==> config.mk <==
export PLATFORM = sky130hd
export DESIGN_NAME = fiber_mem_port_arbiter_flat
export DESIGN_NICKNAME = d
export VERILOG_FILES = /design/src/rtl/fiber_mem_port_arbiter_if.sv /design/src/rtl/fiber_mem_port_arbiter.sv /design/src/flat_wrapper.sv
export SDC_FILE = /design/constraint.sdc
export NUM_CORES = 1
export LEC_CHECK = 0
export CORE_UTILIZATION = 38
export DETAILED_ROUTE_END_ITERATION = 8
export PLACE_DENSITY = 0.77
export RECOVER_POWER = 100
export SLEW_MARGIN = 15
export SYNTH_ARGS = -nofsm -noshare
export SYNTH_HDL_FRONTEND = slang
export SYNTH_SLANG_ARGS = --single-unit
==> constraint.sdc <==
create_clock -name clk -period 3.4 [get_ports clk]
set_input_delay 0.51 -clock clk [delete_from_list [all_inputs] [get_ports clk]]
set_output_delay 0.51 -clock clk [all_outputs]
set_load 0.05 [all_outputs]
==> src/rtl/fiber_mem_port_arbiter_if.sv <==
// rtl/fiber_mem_port_arbiter_if.sv - requester, response and SRAM bus bundle for the fiber memory port arbiter
interface fiber_mem_port_arbiter_if #(
  parameter int DATA_WIDTH = 64,
  parameter int ADDR_WIDTH = 9
);
  logic                  wr_req_valid;
  logic                  wr_req_ready;
  logic [ADDR_WIDTH-1:0] wr_addr;
  logic [DATA_WIDTH-1:0] wr_data;

  logic                  rd_req_valid;
  logic                  rd_req_ready;
  logic [ADDR_WIDTH-1:0] rd_addr;

  logic [DATA_WIDTH-1:0] rd_resp_data;
  logic                  rd_resp_valid;
  logic                  rd_resp_ready;

  logic [ADDR_WIDTH-1:0] addr_to_mem;
  logic [DATA_WIDTH-1:0] data_to_mem;
  logic                  wen_to_mem;
  logic                  ren_to_mem;
  logic [DATA_WIDTH-1:0] data_from_mem;

  // Arbiter side
  modport slave (
    input  wr_req_valid, wr_addr, wr_data,
    input  rd_req_valid, rd_addr, rd_resp_ready,
    input  data_from_mem,
    output wr_req_ready, rd_req_ready,
    output rd_resp_data, rd_resp_valid,
    output addr_to_mem, data_to_mem, wen_to_mem, ren_to_mem
  );

  // Requester / memory side
  modport master (
    output wr_req_valid, wr_addr, wr_data,
    output rd_req_valid, rd_addr, rd_resp_ready,
    output data_from_mem,
    input  wr_req_ready, rd_req_ready,
    input  rd_resp_data, rd_resp_valid,
    input  addr_to_mem, data_to_mem, wen_to_mem, ren_to_mem
  );
endinterface

==> src/rtl/fiber_mem_port_arbiter.sv <==
// rtl/fiber_mem_port_arbiter.sv - round-robin single-port SRAM arbiter with 2-entry credited read response FIFO
module fiber_mem_port_arbiter #(
  parameter int DATA_WIDTH = 64,
  parameter int ADDR_WIDTH = 9,
  parameter bit WR_FIRST   = 1'b1
) (
  input logic                   clk,
  input logic                   rst,
  input logic                   clk_en,
  input logic                   flush,
  fiber_mem_port_arbiter_if.slave bus
);

  typedef enum logic {
    GRANT_WR = 1'b0,
    GRANT_RD = 1'b1
  } grant_e;

  // The requester that did NOT win last is the one that gets the first tie.
  localparam grant_e RESET_GRANT = WR_FIRST ? GRANT_RD : GRANT_WR;

  grant_e                last_grant_q, last_grant_d;
  logic                  inflight_q, inflight_d;
  logic [1:0]            count_q, count_d;
  logic                  rd_ptr_q, rd_ptr_d;
  logic                  wr_ptr_q, wr_ptr_d;
  logic [DATA_WIDTH-1:0] fifo_q [2];
  logic [DATA_WIDTH-1:0] fifo_d [2];

  logic       clear;
  logic       active;
  logic       resp_valid;
  logic       pop;
  logic       push;
  logic [2:0] credits;
  logic       rd_elig;
  logic       wr_elig;
  logic       grant_wr;
  logic       grant_rd;

  // Eligibility and round-robin grant; a read is only eligible if its response has a guaranteed FIFO slot.
  always_comb begin
    clear      = rst | flush;
    active     = clk_en & ~clear;
    resp_valid = active & (count_q != 2'd0);
    pop        = resp_valid & bus.rd_resp_ready;
    credits    = {1'b0, count_q} + {2'b00, inflight_q};
    rd_elig    = active & bus.rd_req_valid & ((credits - {2'b00, pop}) < 3'd2);
    wr_elig    = active & bus.wr_req_valid;
    grant_wr   = 1'b0;
    grant_rd   = 1'b0;
    if (wr_elig && rd_elig) begin
      if (last_grant_q == GRANT_WR) begin
        grant_rd = 1'b1;
      end else begin
        grant_wr = 1'b1;
      end
    end else begin
      grant_wr = wr_elig;
      grant_rd = rd_elig;
    end
  end

  assign bus.wr_req_ready  = grant_wr;
  assign bus.rd_req_ready  = grant_rd;
  assign bus.wen_to_mem    = grant_wr;
  assign bus.ren_to_mem    = grant_rd;
  assign bus.addr_to_mem   = grant_wr ? bus.wr_addr : (grant_rd ? bus.rd_addr : '0);
  assign bus.data_to_mem   = grant_wr ? bus.wr_data : '0;
  assign bus.rd_resp_valid = resp_valid;
  assign bus.rd_resp_data  = clear ? '0 : fifo_q[rd_ptr_q];

  // Next state: capture the in-flight read, retire popped responses, remember the winner.
  always_comb begin
    last_grant_d = last_grant_q;
    inflight_d   = inflight_q;
    count_d      = count_q;
    rd_ptr_d     = rd_ptr_q;
    wr_ptr_d     = wr_ptr_q;
    fifo_d       = fifo_q;
    push         = active & inflight_q;
    if (clear) begin
      last_grant_d = RESET_GRANT;
      inflight_d   = 1'b0;
      count_d      = 2'd0;
      rd_ptr_d     = 1'b0;
      wr_ptr_d     = 1'b0;
      fifo_d[0]    = '0;
      fifo_d[1]    = '0;
    end else if (active) begin
      if (grant_wr) begin
        last_grant_d = GRANT_WR;
      end else if (grant_rd) begin
        last_grant_d = GRANT_RD;
      end
      inflight_d = grant_rd;
      if (push) begin
        fifo_d[wr_ptr_q] = bus.data_from_mem;
        wr_ptr_d         = ~wr_ptr_q;
      end
      if (pop) begin
        rd_ptr_d = ~rd_ptr_q;
      end
      case ({push, pop})
        2'b10:   count_d = count_q + 2'd1;
        2'b01:   count_d = count_q - 2'd1;
        default: count_d = count_q;
      endcase
    end
  end

  // State register with synchronous reset; clk_en gating is folded into the _d logic.
  always_ff @(posedge clk) begin
    if (rst) begin
      last_grant_q <= RESET_GRANT;
      inflight_q   <= 1'b0;
      count_q      <= 2'd0;
      rd_ptr_q     <= 1'b0;
      wr_ptr_q     <= 1'b0;
      fifo_q       <= '{default: '0};
    end else begin
      last_grant_q <= last_grant_d;
      inflight_q   <= inflight_d;
      count_q      <= count_d;
      rd_ptr_q     <= rd_ptr_d;
      wr_ptr_q     <= wr_ptr_d;
      fifo_q       <= fifo_d;
    end
  end

endmodule
==> src/flat_wrapper.sv <==
// flat-port wrapper written by rule: the top's interface ports become plain ports
module fiber_mem_port_arbiter_flat 
#(
  parameter int DATA_WIDTH = 64,
  parameter int ADDR_WIDTH = 9,
  parameter bit WR_FIRST   = 1'b1
)
  (clk, rst, clk_en, flush, bus_wr_req_valid, bus_wr_addr, bus_wr_data, bus_rd_req_valid, bus_rd_addr, bus_rd_resp_ready, bus_data_from_mem, bus_wr_req_ready, bus_rd_req_ready, bus_rd_resp_data, bus_rd_resp_valid, bus_addr_to_mem, bus_data_to_mem, bus_wen_to_mem, bus_ren_to_mem);
  fiber_mem_port_arbiter_if #(.DATA_WIDTH(DATA_WIDTH), .ADDR_WIDTH(ADDR_WIDTH)) bus_i ();
  input logic clk;
  input logic rst;
  input logic clk_en;
  input logic flush;
  input wire logic [$bits(bus_i.wr_req_valid)-1:0] bus_wr_req_valid;
  input wire logic [$bits(bus_i.wr_addr)-1:0] bus_wr_addr;
  input wire logic [$bits(bus_i.wr_data)-1:0] bus_wr_data;
  input wire logic [$bits(bus_i.rd_req_valid)-1:0] bus_rd_req_valid;
  input wire logic [$bits(bus_i.rd_addr)-1:0] bus_rd_addr;
  input wire logic [$bits(bus_i.rd_resp_ready)-1:0] bus_rd_resp_ready;
  input wire logic [$bits(bus_i.data_from_mem)-1:0] bus_data_from_mem;
  output wire logic [$bits(bus_i.wr_req_ready)-1:0] bus_wr_req_ready;
  output wire logic [$bits(bus_i.rd_req_ready)-1:0] bus_rd_req_ready;
  output wire logic [$bits(bus_i.rd_resp_data)-1:0] bus_rd_resp_data;
  output wire logic [$bits(bus_i.rd_resp_valid)-1:0] bus_rd_resp_valid;
  output wire logic [$bits(bus_i.addr_to_mem)-1:0] bus_addr_to_mem;
  output wire logic [$bits(bus_i.data_to_mem)-1:0] bus_data_to_mem;
  output wire logic [$bits(bus_i.wen_to_mem)-1:0] bus_wen_to_mem;
  output wire logic [$bits(bus_i.ren_to_mem)-1:0] bus_ren_to_mem;
  assign bus_i.wr_req_valid = bus_wr_req_valid;
  assign bus_i.wr_addr = bus_wr_addr;
  assign bus_i.wr_data = bus_wr_data;
  assign bus_i.rd_req_valid = bus_rd_req_valid;
  assign bus_i.rd_addr = bus_rd_addr;
  assign bus_i.rd_resp_ready = bus_rd_resp_ready;
  assign bus_i.data_from_mem = bus_data_from_mem;
  assign bus_wr_req_ready = bus_i.wr_req_ready;
  assign bus_rd_req_ready = bus_i.rd_req_ready;
  assign bus_rd_resp_data = bus_i.rd_resp_data;
  assign bus_rd_resp_valid = bus_i.rd_resp_valid;
  assign bus_addr_to_mem = bus_i.addr_to_mem;
  assign bus_data_to_mem = bus_i.data_to_mem;
  assign bus_wen_to_mem = bus_i.wen_to_mem;
  assign bus_ren_to_mem = bus_i.ren_to_mem;
  fiber_mem_port_arbiter #(.DATA_WIDTH(DATA_WIDTH), .ADDR_WIDTH(ADDR_WIDTH), .WR_FIRST(WR_FIRST)) u_core (.clk(clk), .rst(rst), .clk_en(clk_en), .flush(flush), .bus(bus_i));
endmodule
* Word-level counts from Yosys, hierarchy flattened *
Cells that the tools add are included.

storage, ports and cells
  bits in registers = 134
  bits in latches = 0
  bits in writable memories = 0
  ROM bits = 0
  input bits = 153
  output and inout port bits = 142
  logic and storage cells = 57
  memories = 0

cells by class
  add/sub/neg operators = 4
  multiply operators = 0
  divide/modulo/power cells = 0
  magnitude comparators = 4
  equal/unequal tests = 2
  shift-type cells = 0
  mux-type cells = 17
  bitwise gates (word level) = 13
  reductions and logical operators = 10

operators by type and width
  kind                                                      number
  two-way mux 64 bit                                        6
  bitwise mux 128 bit                                       1
  demux 64 bit (select 1 bit)                               1
  two-way mux 9 bit                                         2
  AND reduction 2 bit                                       4
  AND 1 bit                                                 7
  two-way mux 1 bit                                         6
  nonzero test 2 bit                                        3
  greater-or-equal comparator 2 bit, second input constant  2
  NOT 1 -> 2 bit                                            2
  case mux 2 bit (2 select lines)                           1
  adder 2 x 1 -> 3 bit                                      1
  < comparator 3 x 2 -> 1 bit, second input constant        1
  NOT 1 bit                                                 3
  subtractor 3 x 1 -> 3 bit                                 1
  adder 2 x 1 -> 2 bit, second input constant               1
  == test 2 x 1 -> 1 bit, second input constant             1
  == test 2 bit, second input constant                      1
  logical AND 1 bit                                         2
  < comparator 2 x 1 -> 1 bit, second input constant        1
  OR reduction 2 bit                                        1
  subtractor 2 x 1 -> 2 bit, second input constant          1
  OR 1 bit                                                  1

* Logic depth before layout (Yosys ltp) *
  depth after elaboration = 12
  depth in mapped cells = 11
  gate-level depth less buffers = 9

* Worst setup path before layout *
Ideal clock, no wire load.

  kind = input port to output port
  from = in flush
  to = out bus_ren_to_mem
  arrival time = 4,372 ps
  required time = 2,890 ps
  path slack = -1,482 ps
  cell stages on the path = 11
  path buffers = 2
  cells stage by stage = or3b_2 > nor2_1 > and2_1 > ha_1 > nand2b_1 > fa_1 > xnor2_1 > nand4_1 > clkbuf_1 > nor2_1 > buf_4

between the ends
  cells in the longest elaborated chain, start to end = 10
  elaborated cells between the ends (all ways) = 12
  classes of those cells = 1 x add/sub; 1 x order compare; 1 x mux; 8 x bitwise; 1 x reduce/logical

ends and longest elaborated chain
  element                        RTL line                      source
  start, declared                flat_wrapper.sv:13            input logic flush;
  OR 1 bit *                     fiber_mem_port_arbiter.sv:43  clear = rst | flush;
  NOT 1 bit *                    fiber_mem_port_arbiter.sv:44  active = clk_en & ~clear;
  AND 1 bit *                    fiber_mem_port_arbiter.sv:44
  AND 1 bit *                    fiber_mem_port_arbiter.sv:45  resp_valid = active & (count_q != 2'd0);
  net bus_rd_resp_valid          flat_wrapper.sv:24            output wire logic [$bits(bus_i.rd_resp_valid)-1:0] bus_rd_resp_valid;
  AND 1 bit *                    fiber_mem_port_arbiter.sv:46  pop = resp_valid & bus.rd_resp_ready;
  subtractor 3 x 1 -> 3 bit *    fiber_mem_port_arbiter.sv:48  rd_elig = active & bus.rd_req_valid & ((credits - {2'b00, pop}) < 3'd2);
  < comparator 3 x 2 -> 1 bit *  fiber_mem_port_arbiter.sv:48
  AND 1 bit *                    fiber_mem_port_arbiter.sv:48
  logical AND 1 bit              fiber_mem_port_arbiter.sv:52  if (wr_elig && rd_elig) begin
  two-way mux 1 bit *            fiber_mem_port_arbiter.sv:52
  end, declared                  flat_wrapper.sv:28            output wire logic [$bits(bus_i.ren_to_mem)-1:0] bus_ren_to_mem;

The timed path passes the listed nets; every way through them passes the cells marked *.

* Final worst setup path *
  from = in flush
  to = out bus_data_to_mem[40]

between the ends
  cells in the longest elaborated chain, start to end = 11
  elaborated cells between the ends (all ways) = 13
  classes of those cells = 1 x add/sub; 1 x order compare; 2 x mux; 8 x bitwise; 1 x reduce/logical

ends and longest elaborated chain
  element                      RTL line                      source
  OR 1 bit *                   fiber_mem_port_arbiter.sv:43
  NOT 1 bit *                  fiber_mem_port_arbiter.sv:44
  AND 1 bit *                  fiber_mem_port_arbiter.sv:44
  AND 1 bit                    fiber_mem_port_arbiter.sv:45
  AND 1 bit                    fiber_mem_port_arbiter.sv:46
  subtractor 3 x 1 -> 3 bit    fiber_mem_port_arbiter.sv:48
  < comparator 3 x 2 -> 1 bit  fiber_mem_port_arbiter.sv:48
  AND 1 bit                    fiber_mem_port_arbiter.sv:48
  logical AND 1 bit            fiber_mem_port_arbiter.sv:52
  two-way mux 1 bit *          fiber_mem_port_arbiter.sv:52
  two-way mux 64 bit *         fiber_mem_port_arbiter.sv:69  assign bus.data_to_mem = grant_wr ? bus.wr_data : '0;
  end, declared                flat_wrapper.sv:26            output wire logic [$bits(bus_i.data_to_mem)-1:0] bus_data_to_mem;

Mark *: on every way between the ends. The rest lies on a longest branch, timed or not.

==> results.yml <==
timing:
  finClkSkew_ns: 0.00537
  worst_slew_pin_slew_ns: 2.06
  hold_violations: 0
  post-route-period-util_pct: 110
  fin_setup_tns_ns: -21.90
  fin_crit_ns: 3.74
  final_max_slew_viol_count: 66
  setup_viol: 77
  max_slew_margin_pct: -37.6
  timing.fmax_ghz: 0.267
  fin_ws_ns: -0.343
  rsz0062_at_grt: "yes"
  hold_ws_ns: 0.452
routing:
  drc: 0
  dr.pass1.iters: 4
  wirelength_um: 24800
  ant_nets: 0
  via_per_inst: 5.33
  drt_iter0_markers: 464
  num_vias: 7351
  wire_per_inst_um: 18.0
worst_setup_path:
  rrSetupSlack_ns: 0.18
  cpLargestDelayFamily: "simple AND/OR/NAND/NOR gates"
  regToRegEndpoint: "u_core.fifo_q[53]$_SDFFE_PP0P_"
  cp.buffers_inverters: 5
  worstPathArrival_ns: 3.23
  path_common_cell: "buf_6"
  crit_path_max_fanout: 8
  crit_path_max_incr_delay_ns: 0.44
  start_kind: "input pin"
  end_kind: "primary output"
  reg2regPathDepth: 4
  critical_path_class: "input pin to primary output"
  crit_start: "flush"
  path_cells: "buf_6, or3b_4, nor2_4, and2_4, ha_4, nand2b_4, fa_2, and3b_2, a211oi_4, buf_6, buf_6, buf_16, and2_4, buf_12"
  slowest_stage: "fa_2"
  crit_required_ns: 2.89
  r2r-start: "u_core.wr_ptr_q$_SDFFE_PP0P_"
clocking:
  ctsLongestPathBuffers: 2
  cts-buffers-inserted: 17
  cts.clk_slew.worst_paths_ns: 0.06
  cts_tree: "yes"
  cts-root-buf: "clkbuf_16"
  hold_buffers: 0
  htreeDepth: 4
  clk_latency_ns: 0.41
  cts_sinks: 134
finish:
  design_area_um2: 11400
  fin_nets: 1292
  drive_gt1_share_pct: 23.2
  areaGrowthSynthToFinish_pct: 72.2
logic_synthesis:
  yosysWarnings: 0
  synth_most_common_cell: "nand3_1"
  synth-seq-cells: 134
  synthArstFlopShare_pct: 0
  synth.top_cells.by_count: "137 x nand3_1, 134 x dfxtp_1, 125 x o21ai_0, 78 x nand2_1, 70 x nor2_1"
  syn-num-nets: 1025
  synth.area.top_cells: "dfxtp_1 40%, nand3_1 10%, mux2i_1 9.8%, o21ai_0 9.4%, and2_1 6.2%"
  netlist-cell-type-count: 33
  synth_cells: 869
  synth.avg_cell_area_um2: 7.65
  seq_area_frac_synth_pct: 40.3
  synth_edf_count: 0
  yosysTopAreaCellShare_pct: 40.3
  yosysTopAreaCell: "dfxtp_1"
  synthesis.area_um2: 6650
  synth_ff_type: "dfxtp_1"
placed_design:
  hpwl_um: 15800
  postPlaceCellArea_um2: 10800
  gp_congestion: 0.859
  numPortBuffers: 294
  dp_slack_ns: -0.697
worst_hold_path:
  hold_class: "flop to flop"
  holdCritStartpoint: "u_core.fifo_q[10]$_SDFFE_PP0P_"
  min_to: "u_core.fifo_q[10]$_SDFFE_PP0P_"
  hold_depth: 2
pwr:
  power_switching_w: 0.000891
  p_per_area_nw_per_um2: 349
  p_int_w: 0.00311
  seqPwrFrac_pct: 39.3
  share_comb_of_total_power_pct: 11.9
  p_leak_nw: 3.95
  switching_share_pct: 22.3
  ir_drop_uv: 248
  clockPowerShare_pct: 48.8
  power.total_w: 0.00400
floorplanning:
  ios: 295
  fp.dieArea_um2: 18000
  fp.dieH_um: 134
  core-area_um2: 17200
  num_rows: 48
  dieWidth_um: 134
  initial_core_util_pct: 38.7
global_routing:
  first_global_vias: 6974
  antenna_found_initial: 4
  grt_remaining_overflow: 0
  grt_pass1_wl_um: 37500
  grt_max_degree: 130
  grtUsageTotal_pct: 26.6
status:
  failed_checks: "capacitance limit, slew limit, setup timing"
  outcome: "complete, but fails checks"
flow_run:
  cap_violations: 1
-- worst max-delay path by stage --
| stage | endpoint | slack (ns) | cells past startpoint |
|---|---|---|---|
| 6_report | bus_data_to_mem[40] | -0.34 | 14 |
| 5_1_grt | bus_data_to_mem[40] | -0.42 | 14 |
| 4_1_cts | bus_data_to_mem[19] | -0.30 | 14 |
| 3_5_place_dp | bus_data_to_mem[11] | -0.70 | 12 |
| 3_3_place_gp | bus_data_to_mem[11] | -0.64 | 12 |
| 2_1_floorplan | bus_ren_to_mem | -0.39 | 11 |
-- timing repair --
item | 4_1_cts | 5_1_grt
resized for setup | 22 | 6
buffers inserted | 6 | 0
gates cloned | 4 | 3
endpoints found under the setup margin | 77 | 77
pin swaps | 15 | 9
-- placed cells by master, fill, tap and decap left out, types with 5 or more instances in the layout --
cell type and count:
clkdlybuf4s50_1 149, nand3_1 137, dfxtp_1 133, o21ai_0 126, buf_12 81, nand2_1 78
nor2_1 68, a21oi_1 67, mux2i_1 65, and2_4 61, clkbuf_1 30, clkbuf_2 24
buf_4 23, clkbuf_16 20, dlygate4sd3_1 10, o22ai_4 9, buf_6 9, and2_2 5
-- worst register-to-register path: cells and delay by family (launching register included) --
kind	cells	cell delay (ns)
flops	1	1.70
buf+inv	2	0.90
compound gates	2	0.46
-- per-stage QoR --
step	util [%]	std cells
detailed placement	63.0	1329
CTS	67.7	1371
finish	66.7	1378
global route	66.7	1378
global placement	63.0	1329
floorplan	-	869
-- cell type report --
type,count,area (µm²)
tap,225,282
clock buffer,20,457
sequential,134,2690
clock inverter,12,174
multi-input combinational,643,3880
inverter,3,11.3
fill,1404,5730
timing repair buffer,337,3950
antenna,4,10.0
-- power groups by stage --
stage / clock network (W) / logic, W / registers, W
floorplan: 0 / 0.000159 / 0.00161
global placement: 0 / 0.000450 / 0.00161
detailed placement: 0 / 0.000454 / 0.00161
CTS: 0.00198 / 0.000469 / 0.00157
global route: 0.00205 / 0.000498 / 0.00157
finish: 0.00195 / 0.000477 / 0.00157
-- sequential cells by signal, summed over array words and instances, names as in the netlist --
register             flops
u_core.wr_ptr_q          1
u_core.fifo_q          128
u_core.count_q           2
u_core.inflight_q        1
u_core.last_grant_q      1
u_core.rd_ptr_q          1
-- cell families (layout without fill, tap and decap cells) --
kind of cell             count (synthesis)  in the layout  synth area share [%]
flip-flops                             134            134                  40.3
multiplexers                            65             65                  9.78
other                                    0              4                     0
buffers and inverters                   92            372                  6.34
XOR/XNOR                                 4              4                 0.527
adder cells (fa/ha/maj)                  3              3                 0.677
AND/OR/NAND/NOR                        363            363                  26.3
AO/OA/AOI/OAI                          208            208                  16.0
-- routing by layer --
layer | up-vias | GRT usage, % | wire [µm]
li1 | 3517 | - | -
met1 | 3504 | 30.0 | 9260
met2 | 293 | 46.5 | 12900
met3 | 37 | 7.60 | 1860
met4 | 0 | 11.8 | 769
met5 | - | 0 | 0
Note: power is estimated with default switching activity, not from simulation.
==> patch 1, RTL diff (same settings) <==
Reset style: asynchronous (`rst`), changed in one clocked block. Comments in the files are not updated.
--- a/src/rtl/fiber_mem_port_arbiter.sv
+++ b/src/rtl/fiber_mem_port_arbiter.sv
@@ -110,7 +110,7 @@
   end
 
   // State register with synchronous reset; clk_en gating is folded into the _d logic.
-  always_ff @(posedge clk) begin
+  always_ff @(posedge clk or posedge rst) begin
     if (rst) begin
       last_grant_q <= RESET_GRANT;
       inflight_q   <= 1'b0;
Formal check against the unedited RTL: no difference found for any inputs over 4 cycles, from zero or initial values and one cycle with rst high; that may be too few to reach the edited logic, so the function may still have changed.
==> patch 1 against the unedited design <==
  * Synthesized area shrank 0.88%
  * Setup slack gained 0.075 ns
  * Fmax grew 2.0%
  * Power shrank 1.3%
  * The run still ends with max-capacitance violations, max-slew violations, negative setup slack left
  * Final area grew 3.7%
  * Largest cell class unchanged
  * Wire length shrank 8.3%
  * Register-to-register slack gained 0.53 ns
  * Sequential cell count is the same
  * Critical path type unchanged
==> patch 1: results (changes against the unedited design) <==
metric,value,unit,change
outcome,"complete, but fails checks",,
failing checks,"max-capacitance violations, max-slew violations, negative setup slack",,
number of cells on the worst reg-to-reg path,12,,+8
cell types occupying the most area after synthesis,"sky130_fd_sc_hd__dfrtp_1 (50%), sky130_fd_sc_hd__a22o_1 (17%), sky130_fd_sc_hd__mux2i_1 (9.9%)",,
Final Slew Violations,166,,+150%
async set-or-reset flop fraction in the synthesized netlist,100,%,+100 points
clk_skew,0.00890,ns,+0.00353 ns
# diodes,0,,-4
"slowest stage delay, CP",0.55,ns,+0.11 ns
nets in the synthesized netlist,725,,-29%
crit path DAT,3.16,ns,-0.07 ns
met2 Resource Use GR,39.3,%,-7.2 points
PostCTS Resize Cnt,56,,+150%
DRT iter0 DRCs,407,,-12%
via count of the first global-routing pass,5953,,-15%
HP Class,register to register,,
end of the worst register-to-register path,u_core.inflight_q,,
setup slack after layout,-0.268,ns,+0.0749 ns
met3 track demand over resource in global routing,5.75,%,-1.9 points
maximum number of pins on one net before global-route repair,135,,+3.8%
reported max-cap violation count,2,,+1
setup repair bufs after CTS,4,,-2
share of post-route cells with drive strength above 1,34.8,%,+12 points
Avg Vias per Cell,5.34,,+0.12%
final number of setup-violating endpoints,77,,unchanged
DR pass1 iterations,5,,+1
final RePlAce weighted congestion,0.797,,-7.2%
total via count after detailed routing,5891,,-20%
capturing element of the worst setup path,bus_data_to_mem[44],,
Max IR drop VDD,326,uV,+31%
leading cell types by count after synthesis,"sky130_fd_sc_hd__dfrtp_1 (133), sky130_fd_sc_hd__a22o_1 (129), sky130_fd_sc_hd__nor2_1 (69), sky130_fd_sc_hd__and2_1 (66), sky130_fd_sc_hd__mux2i_1 (65)",,
part of the Yosys area used for sequential elements,50.9,%,+11 points
initial antenna violation count,0,,-4
routed len/inst,20.6,um,+15%
Worst Max-Slew Pin Slew,1.81,ns,-0.254 ns
worst r2r src,u_core.count_q[0],,
post-route setup TNS,-15.89,ns,+6.02 ns
net total in the final layout,1026,,-21%
CP Max Fanout,6,,-2
Placed Instances,1057,,-20%
synthesized area divided by synthesized cell count,11.6,um^2,+51%
first-pass GRT wire length,34700,um,-7.5%
GRT met1 Usage,35.4,%,+5.4 points
==> patch 1: cell types whose count changed after synthesis, moves of 6 or more <==
cell and change:
sky130_fd_sc_hd__clkbuf_2 -6, sky130_fd_sc_hd__a32o_1 +9, sky130_fd_sc_hd__buf_6 +13, sky130_fd_sc_hd__buf_2 -12, sky130_fd_sc_hd__a22o_1 +129, sky130_fd_sc_hd__clkbuf_1 -29
sky130_fd_sc_hd__o22ai_1 -10, sky130_fd_sc_hd__o21ai_0 -124, sky130_fd_sc_hd__a21oi_1 -67, sky130_fd_sc_hd__dfxtp_1 -134, sky130_fd_sc_hd__nand2_1 -74, sky130_fd_sc_hd__nand3_1 -135
sky130_fd_sc_hd__dfrtp_1 +133, sky130_fd_sc_hd__and3_1 +10
==> patch 1: cell type report <==
| class | instances | area, um^2 |
|---|---|---|
| repair buffers | 336 | 4520 |
| clock inverters | 13 | 156 |
| fillers | 1176 | 4890 |
| multi-input cells | 378 | 3110 |
| flip-flops and latches | 134 | 3360 |
| clock buffers | 19 | 443 |
| well taps | 220 | 275 |
| inverters | 3 | 15.0 |
==> patch 1: power breakdown <==
part	switching (uW)	total [uW]	internal [uW]	leakage [uW]
clock	671	1840	1170	0.000292
combinational	236	509	273	0.00302
sequential	2.45	1600	1600	0.00187
total	909	3950	3040	0.00518
==> patch 1: worst min-delay path by stage <==
stage | from | cells after the start | slack, ns | endpoint
after global routing | u_core.fifo_q[97] | 1 | 0.51 | u_core.fifo_q[97]
final | u_core.fifo_q[118] | 1 | 0.50 | u_core.fifo_q[118]
after detailed placement | u_core.fifo_q[68] | 1 | 0.49 | u_core.fifo_q[68]
after CTS | rst | 4 | 0.49 | u_core.fifo_q[70]
after global placement | u_core.fifo_q[112] | 1 | 0.49 | u_core.fifo_q[112]
after floorplan | u_core.fifo_q[100] | 1 | 0.47 | u_core.fifo_q[100]
==> patch 1: logic make-up after synthesis <==
| group | count (synthesis) | synth area share (%) |
|---|---|---|
| multiplexers | 65 | 9.87 |
| AO/OA/AOI/OAI | 146 | 19.6 |
| buffers and inverters | 57 | 5.60 |
| adder cells (fa/ha/maj) | 3 | 0.683 |
| AND/OR/NAND/NOR | 159 | 12.7 |
| flip-flops | 134 | 50.9 |
| XOR/XNOR | 5 | 0.665 |
==> patch 1: routing by layer <==
metal	vias to the layer above	share of wire, %
li1	2670	-
met1	2975	44
met2	218	48
met3	28	5.8
met4	0	1.7
met5	-	0
==> patch 1: metrics by stage <==
step | worst slack, ns | total power (uW) | area (um^2)
4_1_cts | -0.327 | 3980 | 11800
2_1_floorplan | -0.301 | 1800 | 6810
3_5_place_dp | -0.666 | 2110 | 11000
3_3_place_gp | -0.530 | 2110 | 11000
5_1_grt | -0.341 | 4080 | 11900
6_report | -0.268 | 3950 | 11900
==> patch 2, RTL diff (same flow settings) <==
Without the edit above. `DATA_WIDTH` is set to 64 in 3 places; all go to 128.
--- a/src/rtl/fiber_mem_port_arbiter_if.sv
+++ b/src/rtl/fiber_mem_port_arbiter_if.sv
@@ -1,6 +1,6 @@
 // rtl/fiber_mem_port_arbiter_if.sv - requester, response and SRAM bus bundle for the fiber memory port arbiter
 interface fiber_mem_port_arbiter_if #(
-  parameter int DATA_WIDTH = 64,
+  parameter int DATA_WIDTH = 128,
   parameter int ADDR_WIDTH = 9
 );
   logic                  wr_req_valid;
--- a/src/rtl/fiber_mem_port_arbiter.sv
+++ b/src/rtl/fiber_mem_port_arbiter.sv
@@ -1,6 +1,6 @@
 // rtl/fiber_mem_port_arbiter.sv - round-robin single-port SRAM arbiter with 2-entry credited read response FIFO
 module fiber_mem_port_arbiter #(
-  parameter int DATA_WIDTH = 64,
+  parameter int DATA_WIDTH = 128,
   parameter int ADDR_WIDTH = 9,
   parameter bit WR_FIRST   = 1'b1
 ) (
--- a/src/flat_wrapper.sv
+++ b/src/flat_wrapper.sv
@@ -1,7 +1,7 @@
 // flat-port wrapper written by rule: the top's interface ports become plain ports
 module fiber_mem_port_arbiter_flat 
 #(
-  parameter int DATA_WIDTH = 64,
+  parameter int DATA_WIDTH = 128,
   parameter int ADDR_WIDTH = 9,
   parameter bit WR_FIRST   = 1'b1
 )
Ports: changed (resized bus_data_from_mem, bus_data_to_mem, bus_rd_resp_data and bus_wr_data); port bits go from 295 to 551. No check against the original RTL was run, so the function may have changed too.
==> patch 2 against the unedited design <==
  * The run still ends with max-capacitance violations, max-slew violations, negative setup slack left
  * Hold slack gained 0.0055 ns
  * Synthesized area grew 92%
  * Combinational power is 93% higher
  * Setup slack worse by 0.073 ns
  * Non-clock buffer count up 274
  * Final cell count up 80%
  * Sequential power up 96%
  * Die area up 90%
  * Final area rose by 87%
  * Clock skew up 0.0066 ns
  * Via count grew 63%
  * Sequential cell count grew 128
  * Power up 81%
  * Wire length increased by 110%
  * Critical path type unchanged
  * Critical endpoint is now bus_data_to_mem[62]
==> patch 2: results (changes against the unedited design) <==
metric,value,unit,change
routed len/inst,21.1,um,+17%
synth unique cells,30,,-9.1%
multi-input combinational cell count,967,,+50%
outcome,"complete, but fails checks",,
initial antenna violation count,32,,+28
buffer count excluding the clock tree in the final layout,611,,+81%
worst r2r src,u_core.inflight_q,,
CP Max Fanout,6,,-2
share of final layout cell area taken by non-clock buffers,33.1,%,-1.3 points
later-pin clock latency in the skew report,0.54,ns,+0.13 ns
leading cell types by count after synthesis,"sky130_fd_sc_hd__mux2i_1 (385), sky130_fd_sc_hd__nand2_1 (273), sky130_fd_sc_hd__dfxtp_1 (262), sky130_fd_sc_hd__nor2_1 (134), sky130_fd_sc_hd__and2_1 (130)",,
clk cell area share,4.61,%,-0.90 points
reported max-cap violation count,1,,unchanged
Max IR drop VDD,350,uV,+41%
sequential standard cell area,0.00525,mm^2,+95%
Register-to-Register Setup Slack,0.25,ns,+0.07 ns
HPWL reported at the end of detailed placement,40000,um,+150%
met2 routed wirelength,25600,um,+98%
I/O Buffers,550,,+87%
number of logic inverters in the finished layout,126,,+123
DR pass1 iterations,5,,+1
end of the worst register-to-register path,u_core.fifo_q[169],,
GRT met1 Usage,32.7,%,+2.7 points
met3 track demand over resource in global routing,7.77,%,+0.17 points
post-route setup TNS,-46.84,ns,-24.94 ns
total via count after detailed routing,12000,,+63%
library cell contributing the largest single delay on the critical path,sky130_fd_sc_hd__or3b_4,,
worst-case hold slack,0.457,ns,+0.00550 ns
setup repair bufs after CTS,16,,+10
nets in the synthesized netlist,1748,,+71%
final number of setup-violating endpoints,141,,+83%
"slowest stage delay, CP",0.41,ns,-0.03 ns
number of fill cells,2670,,+90%
deepest clock path buffer count,3,,+1
M1 WL,20000,um,+120%
PostCTS Resize Cnt,89,,+300%
setup slack after layout,-0.416,ns,-0.0729 ns
met2 Resource Use GR,48.4,%,+1.9 points
total area of multi-input combinational cells,0.00701,mm^2,+80%
number of clock buffers inserted by TritonCTS,27,,+10
# diodes,26,,+22
failing checks,"max-capacitance violations, max-slew violations, negative setup slack",,
clk_skew,0.0120,ns,+0.00661 ns
Final Slew Violations,130,,+97%
part of the Yosys area used for sequential elements,41.1,%,+0.80 points
first-pass GRT wire length,73900,um,+97%
pre-CTS setup slack,-0.750,ns,-0.0534 ns
cell types occupying the most area after synthesis,"sky130_fd_sc_hd__dfxtp_1 (41%), sky130_fd_sc_hd__mux2i_1 (30%), sky130_fd_sc_hd__nand2_1 (8.0%)",,
Met3 Routed Length,3730,um,+100%
global router's overall resource usage,29.4,%,+2.8 points
total number of clock tree sinks,262,,+96%
share of post-route cells with drive strength above 1,25.3,%,+2.0 points
terminating pin of the worst hold path,u_core.fifo_q[244],,
clkbuf count,36,,+80%
post-synthesis xor/xnor area fraction,0.275,%,-0.25 points
clk slew on worst S/H paths,0.06,ns,about the same
net total in the final layout,2279,,+76%
[patch 2: worst max-delay path by stage]
stage / from / to / cells past startpoint
3_5_place_dp: clk_en / bus_data_to_mem[64] / 12
3_3_place_gp: clk_en / bus_data_to_mem[113] / 12
4_1_cts: flush / bus_data_to_mem[109] / 15
5_1_grt: rst / bus_data_to_mem[62] / 15
6_report: rst / bus_data_to_mem[62] / 15
2_1_floorplan: rst / bus_data_to_mem[107] / 11
[patch 2: through the flow]
stage	utilization [%]	cells	cell area [um^2]
after detailed placement	61.9	2383	20300
after global placement	61.9	2383	20300
after global routing	65.4	2481	21400
after floorplan	-	1464	13200
final	65.4	2482	21400
after CTS	66.5	2457	21800
[patch 2: power breakdown]
part / total [uW] / switching, uW / leakage (uW) / internal [uW]
clock network: 3260 / 1240 / 0.000491 / 2020
registers: 3080 / 3.44 / 0.00211 / 3070
logic: 921 / 414 / 0.00758 / 506
total: 7260 / 1660 / 0.0102 / 5600
